[config.mk]
export PLATFORM = sky130hd
export DESIGN_NAME = change_dispenser
export DESIGN_NICKNAME = d
export VERILOG_FILES = /design/src/rtl/change_dispenser.sv
export SDC_FILE = /design/constraint.sdc
export NUM_CORES = 1
export LEC_CHECK = 0
export CORE_MARGIN = 1
export CORE_UTILIZATION = 60
export CTS_CLUSTER_DIAMETER = 50
export CTS_CLUSTER_SIZE = 14
export DETAILED_ROUTE_END_ITERATION = 7
export DONT_BUFFER_PORTS = 1
export PLACE_DENSITY = 0.85
export SLEW_MARGIN = 20
export SYNTH_ARGS = -nofsm -noshare
export SYNTH_HDL_FRONTEND = slang
export SYNTH_SLANG_ARGS = --single-unit
[constraint.sdc]
create_clock -name clock -period 3.8 [get_ports clock]
set_input_delay 1.14 -clock clock [delete_from_list [all_inputs] [get_ports clock]]
set_output_delay 1.14 -clock clock [all_outputs]
set_load 0.03 [all_outputs]
[src/rtl/change_dispenser.sv]
// Sequential change dispenser: compares cost and paid, then pays the change
// out greedily one coin per ready/valid handshake from on-chip inventory.
module change_dispenser #(
  parameter  int VAL_W     = 6,
  parameter  int CNT_W     = 3,
  parameter  int COIN_A    = 5,
  parameter  int COIN_B    = 3,
  parameter  int COIN_C    = 1,
  parameter  int MAX_COINS = 4,
  localparam int NC_W      = $clog2(MAX_COINS + 1)
) (
  input  logic             clock,
  input  logic             reset_L,
  input  logic             start,
  input  logic [VAL_W-1:0] cost,
  input  logic [VAL_W-1:0] paid,
  input  logic             restock,
  input  logic [CNT_W-1:0] restock_a,
  input  logic [CNT_W-1:0] restock_b,
  input  logic [CNT_W-1:0] restock_c,
  input  logic             coin_ready,
  output logic             coin_valid,
  output logic [1:0]       coin_type,
  output logic             busy,
  output logic             done,
  output logic             exact_amount,
  output logic             cough_up_more,
  output logic             not_enough_change,
  output logic [VAL_W-1:0] remaining,
  output logic [NC_W-1:0]  coins_given,
  output logic [CNT_W-1:0] inv_a,
  output logic [CNT_W-1:0] inv_b,
  output logic [CNT_W-1:0] inv_c
);

  localparam logic [VAL_W-1:0] LP_VAL_A = VAL_W'(COIN_A);
  localparam logic [VAL_W-1:0] LP_VAL_B = VAL_W'(COIN_B);
  localparam logic [VAL_W-1:0] LP_VAL_C = VAL_W'(COIN_C);
  localparam logic [NC_W-1:0]  LP_MAX   = NC_W'(MAX_COINS);

  localparam logic [1:0] LP_SEL_NONE = 2'b00;
  localparam logic [1:0] LP_SEL_A    = 2'b01;
  localparam logic [1:0] LP_SEL_B    = 2'b10;
  localparam logic [1:0] LP_SEL_C    = 2'b11;

  typedef enum logic [1:0] {
    ST_IDLE     = 2'd0,
    ST_EVAL     = 2'd1,
    ST_DISPENSE = 2'd2,
    ST_DONE     = 2'd3
  } st_t;

  st_t              r_state;
  st_t              w_next_state;
  logic [VAL_W-1:0] r_cost;
  logic [VAL_W-1:0] r_paid;
  logic [VAL_W-1:0] r_remaining;
  logic [NC_W-1:0]  r_coins_given;
  logic [CNT_W-1:0] r_inv_a;
  logic [CNT_W-1:0] r_inv_b;
  logic [CNT_W-1:0] r_inv_c;
  logic             r_exact;
  logic             r_cough;
  logic             r_short;
  logic [1:0]       w_sel;
  logic [VAL_W-1:0] w_coin_val;
  logic             w_fire;

  function automatic logic [VAL_W-1:0] coin_value(input logic [1:0] sel);
    case (sel)
      LP_SEL_A: coin_value = LP_VAL_A;
      LP_SEL_B: coin_value = LP_VAL_B;
      LP_SEL_C: coin_value = LP_VAL_C;
      default:  coin_value = '0;
    endcase
  endfunction

  // FSM state register
  always_ff @(posedge clock or negedge reset_L) begin
    if (!reset_L) begin
      r_state <= ST_IDLE;
    end else begin
      r_state <= w_next_state;
    end
  end

  // Greedy coin selection from registered state only; the per-transaction cap gates every denomination
  always_comb begin
    w_sel = LP_SEL_NONE;
    if (r_state == ST_DISPENSE && r_coins_given < LP_MAX) begin
      if (r_remaining >= LP_VAL_A && r_inv_a != '0) begin
        w_sel = LP_SEL_A;
      end else if (r_remaining >= LP_VAL_B && r_inv_b != '0) begin
        w_sel = LP_SEL_B;
      end else if (r_remaining >= LP_VAL_C && r_inv_c != '0) begin
        w_sel = LP_SEL_C;
      end else begin
        w_sel = LP_SEL_NONE;
      end
    end else begin
      w_sel = LP_SEL_NONE;
    end
  end

  assign w_coin_val = coin_value(w_sel);
  assign w_fire     = (w_sel != LP_SEL_NONE) && coin_ready;

  // FSM next-state logic
  always_comb begin
    w_next_state = r_state;
    case (r_state)
      ST_IDLE: begin
        if (start) begin
          w_next_state = ST_EVAL;
        end else begin
          w_next_state = ST_IDLE;
        end
      end
      ST_EVAL: begin
        if (r_paid > r_cost) begin
          w_next_state = ST_DISPENSE;
        end else begin
          w_next_state = ST_DONE;
        end
      end
      ST_DISPENSE: begin
        if (w_sel == LP_SEL_NONE) begin
          w_next_state = ST_DONE;
        end else begin
          w_next_state = ST_DISPENSE;
        end
      end
      ST_DONE: w_next_state = ST_IDLE;
      default: w_next_state = ST_IDLE;
    endcase
  end

  // FSM outputs
  always_comb begin
    coin_valid = 1'b0;
    coin_type  = LP_SEL_NONE;
    busy       = 1'b0;
    done       = 1'b0;
    case (r_state)
      ST_IDLE: begin
        busy = 1'b0;
      end
      ST_EVAL: begin
        busy = 1'b1;
      end
      ST_DISPENSE: begin
        busy       = 1'b1;
        coin_valid = (w_sel != LP_SEL_NONE);
        coin_type  = w_sel;
      end
      ST_DONE: begin
        busy = 1'b1;
        done = 1'b1;
      end
      default: begin
        busy = 1'b0;
      end
    endcase
  end

  // Transaction datapath: purchase capture, evaluation, per-coin bookkeeping and inventory
  always_ff @(posedge clock or negedge reset_L) begin
    if (!reset_L) begin
      r_cost        <= '0;
      r_paid        <= '0;
      r_remaining   <= '0;
      r_coins_given <= '0;
      r_inv_a       <= '0;
      r_inv_b       <= '0;
      r_inv_c       <= '0;
      r_exact       <= 1'b0;
      r_cough       <= 1'b0;
      r_short       <= 1'b0;
    end else begin
      case (r_state)
        ST_IDLE: begin
          if (restock) begin
            r_inv_a <= restock_a;
            r_inv_b <= restock_b;
            r_inv_c <= restock_c;
          end
          if (start) begin
            r_cost        <= cost;
            r_paid        <= paid;
            r_coins_given <= '0;
            r_exact       <= 1'b0;
            r_cough       <= 1'b0;
            r_short       <= 1'b0;
          end
        end
        ST_EVAL: begin
          if (r_paid < r_cost) begin
            r_cough     <= 1'b1;
            r_remaining <= '0;
          end else if (r_paid == r_cost) begin
            r_exact     <= (r_paid != '0);
            r_remaining <= '0;
          end else begin
            r_remaining <= r_paid - r_cost;
          end
        end
        ST_DISPENSE: begin
          if (w_fire) begin
            r_remaining   <= r_remaining - w_coin_val;
            r_coins_given <= r_coins_given + NC_W'(1);
            case (w_sel)
              LP_SEL_A: r_inv_a <= r_inv_a - CNT_W'(1);
              LP_SEL_B: r_inv_b <= r_inv_b - CNT_W'(1);
              LP_SEL_C: r_inv_c <= r_inv_c - CNT_W'(1);
              default:  r_inv_a <= r_inv_a;
            endcase
          end else if (w_sel == LP_SEL_NONE) begin
            // Leaving with change still owed; inventory already paid out stays spent
            r_short <= (r_remaining != '0);
          end
        end
        ST_DONE: begin
          r_remaining <= r_remaining;
        end
        default: begin
          r_remaining <= r_remaining;
        end
      endcase
    end
  end

  assign exact_amount      = r_exact;
  assign cough_up_more     = r_cough;
  assign not_enough_change = r_short;
  assign remaining         = r_remaining;
  assign coins_given       = r_coins_given;
  assign inv_a             = r_inv_a;
  assign inv_b             = r_inv_b;
  assign inv_c             = r_inv_c;

endmodule
* Word-level counts from Yosys, hierarchy flattened
Cells that the tools add are included.
** Storage, ports and cells
- Logic and storage cells :: 108
- Bits of input ports :: 26
- Register bits :: 35
- Output and inout bits :: 26
** Cells by class
- Multiplexer cells :: 41
- Magnitude comparators :: 6
- Reductions and logical operators :: 26
- Add/sub/neg operators :: 6
- Equality and inequality tests :: 18
** Operators by type and width (number)
- 2-to-1 mux 3 bit :: 11
- one-hot mux 3 bit (2 select lines) :: 4
- AND reduction 4 bit :: 5
- 2-to-1 mux 6 bit :: 3
- != test 2 bit (second input constant) :: 7
- one-hot mux 6 bit (2 select lines) :: 1
- nonzero test 6 bit :: 2
- subtractor 6 bit :: 2
- 2-to-1 mux 1 bit :: 11
- 2-to-1 mux 2 bit :: 5
- one-hot mux 3 bit (3 select lines) :: 1
- nonzero test 3 bit :: 3
- subtractor 3 x 1 -> 3 bit (second input constant) :: 3
- equality test 2 bit (second input constant) :: 4
- != test 2 x 1 -> 1 bit (second input constant) :: 4
- one-hot mux 1 bit (2 select lines) :: 4
- one-hot mux 2 bit (4 select lines) :: 1
- nonzero test 2 bit :: 4
- equality test 6 bit :: 1
- >= comparator 6 x 1 -> 1 bit (second input constant) :: 1
- >= comparator 6 x 2 -> 1 bit (second input constant) :: 1
- >= comparator 6 x 3 -> 1 bit (second input constant) :: 1
- > comparator 6 bit :: 1
- < comparator 6 bit :: 1
- 8 further kinds :: 16

* Depth between registers and ports, before layout
Gate-level depths: netlist (run 1).
- Word-level depth :: 11
- Depth in mapped cells :: 13
- Mapped depth without buffers :: 13

* Worst setup path before layout (run 1)
Ideal clock, no wire load.
- Path kind :: register to register
- Start point :: register r_inv_b[0], in the netlist inv_b[0]
- End point :: register r_remaining[5], in the netlist remaining[5]
- Cell stages (with the launch flop) :: 14
- Required time :: 3674 ps
- Setup time :: 126 ps
- Path buffers :: 1
- Arrival time :: 3062 ps
- Period minus slack after synthesis :: 3188 ps
- Slack :: 612 ps
- Cell sequence :: dfrtp_1 inv_1 ha_1 ha_1 a21oi_1 and3_1 clkbuf_1 inv_1 ha_1 a21o_1 a21oi_1 a41oi_1 o31a_1 a311o_1
** On the way
- Word-level cells in the longest chain between the ends :: 10
- Elaborated cells on any way between the ends :: 16
- Classes of those cells :: add/sub (1); eq/ne (4); mux (6); reduce/logical (5)
** RTL lines
- from (decl) :: RTL line 60 : logic [CNT_W-1:0] r_inv_b;
- from (signal assigned) :: RTL line 184 : r_inv_b <= restock_b;
- from (signal assigned) :: RTL line 213 : LP_SEL_B: r_inv_b <= r_inv_b - CNT_W'(1);
- nonzero test 3 bit (*) :: RTL line 93 : end else if (r_remaining >= LP_VAL_B && r_inv_b != '0) begin
- logical AND 1 bit (*) :: RTL line 93
- 2-to-1 mux 2 bit (*) :: RTL line 93
- 2-to-1 mux 2 bit (*) :: RTL line 91 : if (r_remaining >= LP_VAL_A && r_inv_a != '0) begin
- 2-to-1 mux 2 bit (*) :: RTL line 90 : if (r_state == ST_DISPENSE && r_coins_given < LP_MAX) begin
- equality test 2 bit or equality test 2 x 1 -> 1 bit (tied branches) :: RTL line 70 : case (sel)
- one-hot mux 3 bit (3 select lines) :: RTL line 70
- subtractor 6 bit :: RTL line 209 : r_remaining <= r_remaining - w_coin_val;
- 2-to-1 mux 6 bit :: RTL line 208 : if (w_fire) begin
- one-hot mux 6 bit (2 select lines) :: RTL line 180 : case (r_state)
- to (signal assigned) :: RTL line 204 : r_remaining <= r_paid - r_cost;
- to (signal assigned) :: RTL line 209
- to (signal assigned) :: RTL line 223 : r_remaining <= r_remaining;
- to (decl) :: RTL line 57 : logic [VAL_W-1:0] r_remaining;
Mark *: on every way between the ends. The rest lies on a longest branch, timed or not. The select of a mux whose other input is x is not followed.
A chain may end at the register's enable or synchronous reset.

* Worst setup path in the final report (run 1)
- Start point :: register r_inv_b[0], in the netlist inv_b[0]
- End point :: output coin_valid
** On the way
- Word-level cells in the longest chain between the ends :: 7
** RTL lines
- nonzero test 3 bit :: RTL line 93
- logical AND 1 bit :: RTL line 93
- 2-to-1 mux 2 bit :: RTL line 93
- 2-to-1 mux 2 bit :: RTL line 91
- 2-to-1 mux 2 bit :: RTL line 90
- nonzero test 2 bit :: RTL line 153 : coin_valid = (w_sel != LP_SEL_NONE);
- 2-to-1 mux 1 bit :: RTL line 144 : case (r_state)
- to (decl) :: RTL line 22 : output logic coin_valid,
No other way between the ends.

==> flow_summary_export.csv, run 1 <==
group,metric,value,unit
run_status,outcome,"completed",
yosys,yosys_warnings,0,
sta,slew_headroom,0.3819,
yosys,synth_top_family_by_area,"compound AO/OA/AOI/OAI gates",
global_routing,grt_pass1_vias,1818,
yosys,synth-seq-area-share,0.3741,
place,port_buffers,0,
flow_run,cap_violations,0,
yosys,synth-simple-area-share,0.1374,
global_routing,gr-usage-met3,0.07218,
cts,clock_latency,290,ps
critical_path,critPathKind,"flip-flop to output pin",
sta,slew_viol_final,0,
final_layout,final_cell_mix,"35 x dfrtp_1, 26 x inv_1, 22 x a21oi_1",
yosys,synth_compound_area_frac,0.2106,
cts,hold_buffers,0,
critical_path,path_max_fanout,6,
die,dieArea,4156,um2
worst_hold_path,hp-class,"flip-flop to flip-flop",
sta,tightest_slew,914.6,ps
final_layout,multi_input_area,1338,um2
global_routing,antenna_found_initial,0,
die,start_util,0.6347,
yosys,synth_xor_area_frac,0.01497,
sta,finalHoldViolations,0,
global_routing,grt_max_degree,36,
cts,max-clock-path-buffers,2,
yosys,synth_fa_ha_area_frac,0.1240,
critical_path,crit_arrival,2370,ps
place,hpwl,3.722,mm
drt,drtIter0Drc,96,
global_routing,grt_pass1_wl,8.183,mm
yosys,syn_area,2341,um2
yosys,syn_avg_cell_area,9.290,um2
critical_path,cp-end-kind,"output pin",
cts,htree_levels,2,
sta,fin_crit,3509,ps
sta,fmax,285.0,MHz
final_layout,drive_gt1_frac,0.1406,
cts,cts_tree,"built",
cts,post_cts_buffers,0,
yosys,ys_seq_elements,35,
drt,antenna_left,0,
sta,fin_tns_setup,0,ps
final_layout,seq_area,875.8,um2
sta,rsz0062_at_grt,"no",
die,fp.dieW,64.47,um
worst_hold_path,holdPathStages,1,
yosys,ys_types,49,
sta,setup_viol_count_final,0,
die,fp.dieH,64.47,um
critical_path,reg2reg_from,"inv_b[0]",
yosys,synthArstFlopShare,1.000,
sta,min_period_over_period,0.9233,
drt,first_pass_iters,4,
cts,cts_buffers,5,
yosys,synthMuxAreaShare,0.08445,
yosys,syn_inst,252,
worst_hold_path,hold_start,"r_cost[4]",
drt,post-route-drc-count,0,
drt,wl_per_cell,16.59,um
die,ios,52,
final_layout,diodes,0,
critical_path,critPathRequiredTime,2660,ps
final_layout,fin_nets,303,
die,rows,22,
drt,vias,1851,
drt,routed_wl,5.042,mm
critical_path,startpoint,"inv_b[0]",
final_layout,syn_to_final_growth,7.429,%
drt,via_per_inst,6.089,
global_routing,grt_overflow,0,
cts,clkSlewWorstSetupHoldPaths,70,ps
place,place_congestion,0.8861,
global_routing,track_usage,0.2632,
cts,clock_sinks,35,
cts,cts_resized,0,
global_routing,busiest_layer,"met2",
die,core_area,3689,um2
final_layout,num-fill-cells,299,
final_layout,final_common_cell,"dfrtp_1",
sta,finalClockSkew,10.34,ps
global_routing,gr-usage-met1,0.2992,
critical_path,r2r_cells,12,
yosys,synth_enable_flop_cells,0,
yosys,synth_nets,300,
global_routing,use_met2,0.4645,
cts,cts_root_buf,"clkbuf_8",
critical_path,startpoint_type,"flip-flop",
yosys,ys_dominant_reg_cell,"dfrtp_1",
[final cells by class]
cell class,count,area share
multi-input combinational,183,0.5318
sequential,35,0.3483
tap,48,0.02388
clock inverter,2,0.01393
clock buffer,6,0.03284
timing repair buffer,3,0.008955
inverter,27,0.04030
[final timing paths]
path,end,slack [ps]
setup / recovery,coin_valid,290
hold / removal,r_cost[4],510
setup reg to reg,remaining[5],440
hold reg to reg,r_cost[4],510
max in group asynchronous,inv_a[2],3170
min in group asynchronous,inv_b[2],530
[Yosys cell counts (2+ instances only)]
library cell	number	area share
mux2_2	14	0.067
nor2b_1	2	0.0053
nand2b_1	2	0.0053
nor2_1	17	0.027
or2_2	4	0.011
a311o_1	2	0.0086
ha_1	20	0.11
fa_1	2	0.017
mux2i_1	4	0.017
a32oi_1	2	0.0075
o21ai_0	19	0.041
o22ai_1	4	0.011
a32o_1	2	0.0086
inv_1	26	0.042
a21oi_1	22	0.047
nor3_1	6	0.013
nand2_1	18	0.029
xnor2_1	3	0.011
nand3_1	8	0.017
o21ai_1	2	0.0043
a211oi_1	2	0.0064
a21o_1	4	0.013
dfrtp_1	35	0.37
clkbuf_1	7	0.011
[critical path, stage by stage, from the launching register on]
cell     delay [ps]
dfrtp_1         570
inv_1            80
ha_1            210
ha_1            210
a21oi_1         310
o22ai_4         120
buf_4           200
or2_2           370
[logic make-up after synthesis]
family	Yosys count
buf+inv	34
flops	35
mux	18
compound gates	74
fa+ha+maj	22
simple gates	65
xor+xnor	4
[registers in the layout, summed over array words and instances (netlist names)]
name and count:
exact_amount 1, inv_c 3, not_enough_change 1, remaining 6
r_state 2, r_cost 6, cough_up_more 1, r_paid 6
inv_a 3, coins_given 3, inv_b 3
[stage by stage]
step	setup slack (ps)	utilization	area [um2]	cells	hold slack [ps]
final	291.4	0.6818	2515	304	508.7
after CTS	294.9	0.6818	2515	304	510.8
after detailed placement	453.6	0.6499	2397	296	494.3
after global placement	532.0	0.6499	2397	296	487.9
after global routing	139.5	0.6818	2515	304	518.8
after floorplan	611.9	-	2341	252	479.4
[layer usage]
layer	wire, um	vias up
li1	-	905
met1	1993	865
met4	148	0
met2	2498	67
met3	401	14
met5	0	-
Power of run 1 is left out: the tool's default activity adds up to more than one toggle a clock period on the data nets, which glitch-free logic cannot reach.
==> run 2, diff against run 1 <==
--- a/config.mk
+++ b/config.mk
@@ -6,12 +6,12 @@
 export NUM_CORES = 1
 export LEC_CHECK = 0
 export CORE_MARGIN = 1
-export CORE_UTILIZATION = 60
+export CORE_UTILIZATION = 30
 export CTS_CLUSTER_DIAMETER = 50
 export CTS_CLUSTER_SIZE = 14
 export DETAILED_ROUTE_END_ITERATION = 7
 export DONT_BUFFER_PORTS = 1
-export PLACE_DENSITY = 0.85
+export PLACE_DENSITY = 0.53
 export SLEW_MARGIN = 20
 export SYNTH_ARGS = -nofsm -noshare
 export SYNTH_HDL_FRONTEND = slang
==> run 2 against run 1 <==
Global-route usage is 12 points lower. Worst setup slack got worse by 75 ps. Non-clock buffer count unchanged. Maximum frequency fell by 2.1%. Clock skew fell by 2.0 ps. Register-to-register slack got worse by 90 ps. Sequential share of layout area fell by 1.1 points. Clock-buffer cell count shrank 1.
==> flow_summary_export.csv, run 2 (synthesized netlist as in run 1, its figures left out) <==
group,metric,value,unit
die,core_area,7408,um2
sta,rsz0062_at_grt,"no",
critical_path,startpoint_type,"flip-flop",
worst_hold_path,hold_end,"r_cost[3]",
sta,finalClockSkew,8.301,ps
critical_path,r2r_cells,12,
sta,fin_crit,3584,ps
final_layout,syn_to_final_growth,10.96,%
drt,wl_per_cell,15.52,um
critical_path,reg2reg_from,"inv_b[0]",
final_layout,num-fill-cells,772,
cts,clock_sinks,35,
sta,finalHoldViolations,0,
die,fp.dieH,90.34,um
die,rows,31,
flow_run,cap_violations,0,
cts,clock_latency,290,ps
final_layout,multi_input_area,1338,um2
critical_path,critPathKind,"flip-flop to output pin",
cts,cts_buffers,5,
critical_path,path_buf_inv,2,
critical_path,slowest_stage,"dfrtp_1",
final_layout,diodes,0,
cts,max-clock-path-buffers,2,
critical_path,critPathRequiredTime,2660,ps
drt,vias,1840,
sta,slew_headroom,0.3270,
worst_hold_path,hold_start,"r_cost[3]",
die,start_util,0.3160,
drt,drtIter0Drc,86,
final_layout,fin_nets,303,
worst_hold_path,hp-class,"flip-flop to flip-flop",
die,dieArea,8160,um2
place,place_congestion,0.8524,
cts,clkSlewWorstSetupHoldPaths,80,ps
global_routing,track_usage,0.1429,
sta,fin_tns_setup,0,ps
place,port_buffers,0,
worst_hold_path,holdPathStages,1,
final_layout,finalNonFillerCells,355,
drt,post-route-drc-count,0,
place,hpwl,4.243,mm
critical_path,crit_chain,"inv_1, ha_1, ha_1, a21oi_1, o22ai_4, buf_4, or2_2",
drt,first_pass_iters,4,
cts,cts_tree,"built",
global_routing,grt_max_degree,36,
final_layout,final_cell_mix,"35 x dfrtp_1, 26 x inv_1, 22 x a21oi_1",
cts,post_cts_buffers,0,
drt,via_per_inst,5.183,
critical_path,cp-end-kind,"output pin",
cts,hold_buffers,0,
critical_path,r2r_end,"remaining[5]",
critical_path,cp_slowest_stage_delay,580,ps
global_routing,grt_pass1_wl,9.315,mm
sta,min_period_over_period,0.9431,
sta,fmax,279.0,MHz
sta,setup_viol_count_final,0,
critical_path,ff2ff_setup_slack,350,ps
critical_path,cp_top_family,"flip-flops",
cts,htree_levels,2,
critical_path,path_max_fanout,6,
run_status,outcome,"completed",
die,fp.dieW,90.34,um
final_layout,final_common_cell,"dfrtp_1",
global_routing,grt_overflow,0,
sta,slew_viol_final,0,
global_routing,grt_pass1_vias,1853,
cts,cts_resized,0,
drt,antenna_left,0,
critical_path,cpMostUsedCell,"ha_1",
final_layout,seq_area,875.8,um2
global_routing,antenna_found_initial,0,
drt,routed_wl,5.508,mm
final_layout,drive_gt1_frac,0.1406,
cts,cts_root_buf,"clkbuf_8",
place,dp_cells,347,
die,ios,52,
sta,tightest_slew,995.9,ps
critical_path,crit_arrival,2440,ps
-- run 2: cell count changes in the layout (fill, tap and decap cells not counted) --
| cell | previous run | this run |
|---|---|---|
| bufinv_16 | 1 | 2 |
| clkbuf_8 | 6 | 5 |
| clkinv_2 | 1 | 0 |
| clkinvlp_4 | 0 | 1 |
-- run 2: cell type report --
| type | instances | share of cell area |
|---|---|---|
| Clock buffer | 5 | 0.02649 |
| Timing Repair Buffer | 3 | 0.008671 |
| Sequential cell | 35 | 0.3372 |
| Multi-Input combinational cell | 183 | 0.5149 |
| Tap cell | 99 | 0.04769 |
| Clock inverter | 3 | 0.02601 |
| Inverter | 27 | 0.03902 |
-- run 2: worst max-delay path by stage --
stage | startpoint | endpoint | slack (ps) | cells past startpoint
CTS | inv_b[0] | coin_valid | 240 | 7
global placement | inv_b[0] | remaining[5] | 510 | 12
detailed placement | inv_b[0] | remaining[5] | 430 | 12
global route | inv_b[0] | coin_valid | 90 | 7
finish | inv_b[0] | coin_valid | 220 | 7
floorplan | inv_b[0] | remaining[5] | 610 | 13
-- run 2: per-stage QoR --
stage / util / worst slack [ps] / hold slack [ps] / cell area, um2
after floorplan: - / 611.9 / 479.4 / 2341
after global placement: 0.3322 / 510.8 / 495.2 / 2461
after detailed placement: 0.3322 / 427.8 / 493.7 / 2461
after CTS: 0.3506 / 240.0 / 513.4 / 2597
after global routing: 0.3506 / 86.67 / 517.0 / 2597
final: 0.3506 / 216.2 / 510.4 / 2597
-- run 2: per-layer routing --
metal,track usage,part of all wire,routed length (um),up-vias
li1,-,-,-,907
met1,0.1836,0.45,2476,866
met2,0.2366,0.47,2578,58
met3,0.03956,0.069,379,9
met4,0.03629,0.013,74,0
met5,0,0,0,-
Power of run 2 is left out for the same reason.
==> run 3, diff against run 2 <==
--- a/config.mk
+++ b/config.mk
@@ -5,6 +5,7 @@
 export SDC_FILE = /design/constraint.sdc
 export NUM_CORES = 1
 export LEC_CHECK = 0
+export CORE_ASPECT_RATIO = 1.1
 export CORE_MARGIN = 1
 export CORE_UTILIZATION = 30
 export CTS_CLUSTER_DIAMETER = 50
==> run 3 against run 2 <==
Routed wire length fell by 2.9%. Critical endpoint unchanged. Register-to-register slack better by 90 ps. Clock skew fell by 4.2 ps. Sequential share of layout area increased by 0.63 points. First-iteration DRC count grew 10%.
==> flow_summary_export.csv, run 3 (synthesized netlist as in run 1, its figures left out) <==
group,metric,value,unit
run_status,outcome,"completed",
final_layout,multi_input_area,1338,um2
final_layout,diodes,0,
final_layout,fin_nets,303,
place,hpwl,4.120,mm
drt,vias,1851,
sta,fmax,287.9,MHz
critical_path,startpoint_type,"flip-flop",
final_layout,syn_to_final_growth,8.926,%
critical_path,cpMostUsedCell,"ha_1",
critical_path,path_buf_inv,2,
final_layout,drive_gt1_frac,0.1328,
global_routing,grt_max_degree,36,
drt,antenna_left,0,
critical_path,cp-end-kind,"output pin",
place,place_congestion,0.8186,
die,fp.dieW,86.23,um
die,ios,52,
critical_path,r2r_cells,12,
drt,post-route-drc-count,0,
critical_path,slowest_stage,"dfrtp_1",
critical_path,cp_num_cells,7,
drt,drtIter0Drc,95,
cts,cts_resized,0,
worst_hold_path,holdPathStages,1,
global_routing,track_usage,0.1409,
sta,slew_viol_final,0,
die,start_util,0.3115,
final_layout,finalNonFillerCells,361,
drt,wl_per_cell,14.82,um
cts,clkSlewWorstSetupHoldPaths,70,ps
cts,cts_tree,"built",
place,dp_cells,353,
critical_path,critPathKind,"flip-flop to output pin",
sta,fin_ws,326.5,ps
critical_path,cp_top_family,"flip-flops",
cts,cts_buffers,5,
sta,fin_crit,3474,ps
sta,fin_tns_setup,0,ps
die,rows,33,
cts,hold_buffers,0,
drt,via_per_inst,5.127,
sta,rsz0062_at_grt,"no",
global_routing,grt_pass1_vias,1887,
critical_path,critPathRequiredTime,2660,ps
worst_hold_path,hp-class,"flip-flop to flip-flop",
global_routing,antenna_found_initial,0,
final_layout,final_cell_mix,"35 x dfrtp_1, 26 x inv_1, 22 x a21oi_1",
die,fp.dieH,94.65,um
die,core_area,7515,um2
die,dieArea,8161,um2
cts,post_cts_buffers,0,
final_layout,final_common_cell,"dfrtp_1",
final_layout,seq_area,875.8,um2
critical_path,path_max_fanout,6,
sta,finalClockSkew,4.106,ps
cts,clock_latency,280,ps
cts,clock_sinks,35,
sta,tightest_slew,926.2,ps
global_routing,grt_overflow,0,
cts,cts_root_buf,"clkbuf_8",
sta,min_period_over_period,0.9141,
cts,max-clock-path-buffers,2,
place,pre_cts_slack,445.7,ps
place,port_buffers,0,
flow_run,cap_violations,0,
global_routing,grt_pass1_wl,8.949,mm
sta,slew_headroom,0.3741,
final_layout,num-fill-cells,825,
critical_path,crit_arrival,2330,ps
sta,setup_viol_count_final,0,
drt,routed_wl,5.350,mm
cts,htree_levels,2,
sta,finalHoldViolations,0,
critical_path,crit_chain,"inv_1, ha_1, ha_1, a21oi_1, o22ai_4, buf_4, or2_2",
drt,first_pass_iters,4,
critical_path,cp_slowest_stage_delay,560,ps
-- run 3: cell count changes in the layout (fill, tap and decap cells not counted), sizes merged --
cell	before	now
bufinv	2	0
clkbuf	5	7
clkinv	0	1
clkinvlp	1	0
-- run 3: area by class of cell --
type / instances / area share
Clock inverter: 1 / 0.001963
Sequential cell: 35 / 0.3435
Inverter: 27 / 0.03974
Tap cell: 105 / 0.05152
Multi-Input combinational cell: 183 / 0.5245
Clock buffer: 7 / 0.02993
Timing Repair Buffer: 3 / 0.008832
-- run 3: worst paths after layout --
kind / start / endpoint / slack, ps
min in group asynchronous: reset_L / inv_c[1] / 540
hold / removal: r_cost[1] / r_cost[1] / 510
hold reg to reg: r_cost[1] / r_cost[1] / 510
setup reg to reg: inv_b[1] / remaining[5] / 440
setup / recovery: inv_b[1] / coin_valid / 330
max in group asynchronous: reset_L / r_cost[0] / 3180
-- run 3: metrics by stage --
| step | area, um2 | util | hold slack, ps |
|---|---|---|---|
| after floorplan | 2341 | - | 479.4 |
| final | 2550 | 0.3393 | 507.8 |
| after CTS | 2550 | 0.3393 | 516.3 |
| after global placement | 2469 | 0.3285 | 491.3 |
| after detailed placement | 2469 | 0.3285 | 498.6 |
| after global routing | 2550 | 0.3393 | 522.4 |
-- run 3: layer usage --
| metal | GRT usage | part of all wire | vias up |
|---|---|---|---|
| li1 | - | - | 903 |
| met1 | 0.1723 | 0.45 | 886 |
| met2 | 0.2354 | 0.46 | 55 |
| met3 | 0.04983 | 0.084 | 7 |
| met4 | 0.03611 | 0.0084 | 0 |
| met5 | 0 | 0 | - |
Power of run 3 is left out for the same reason.
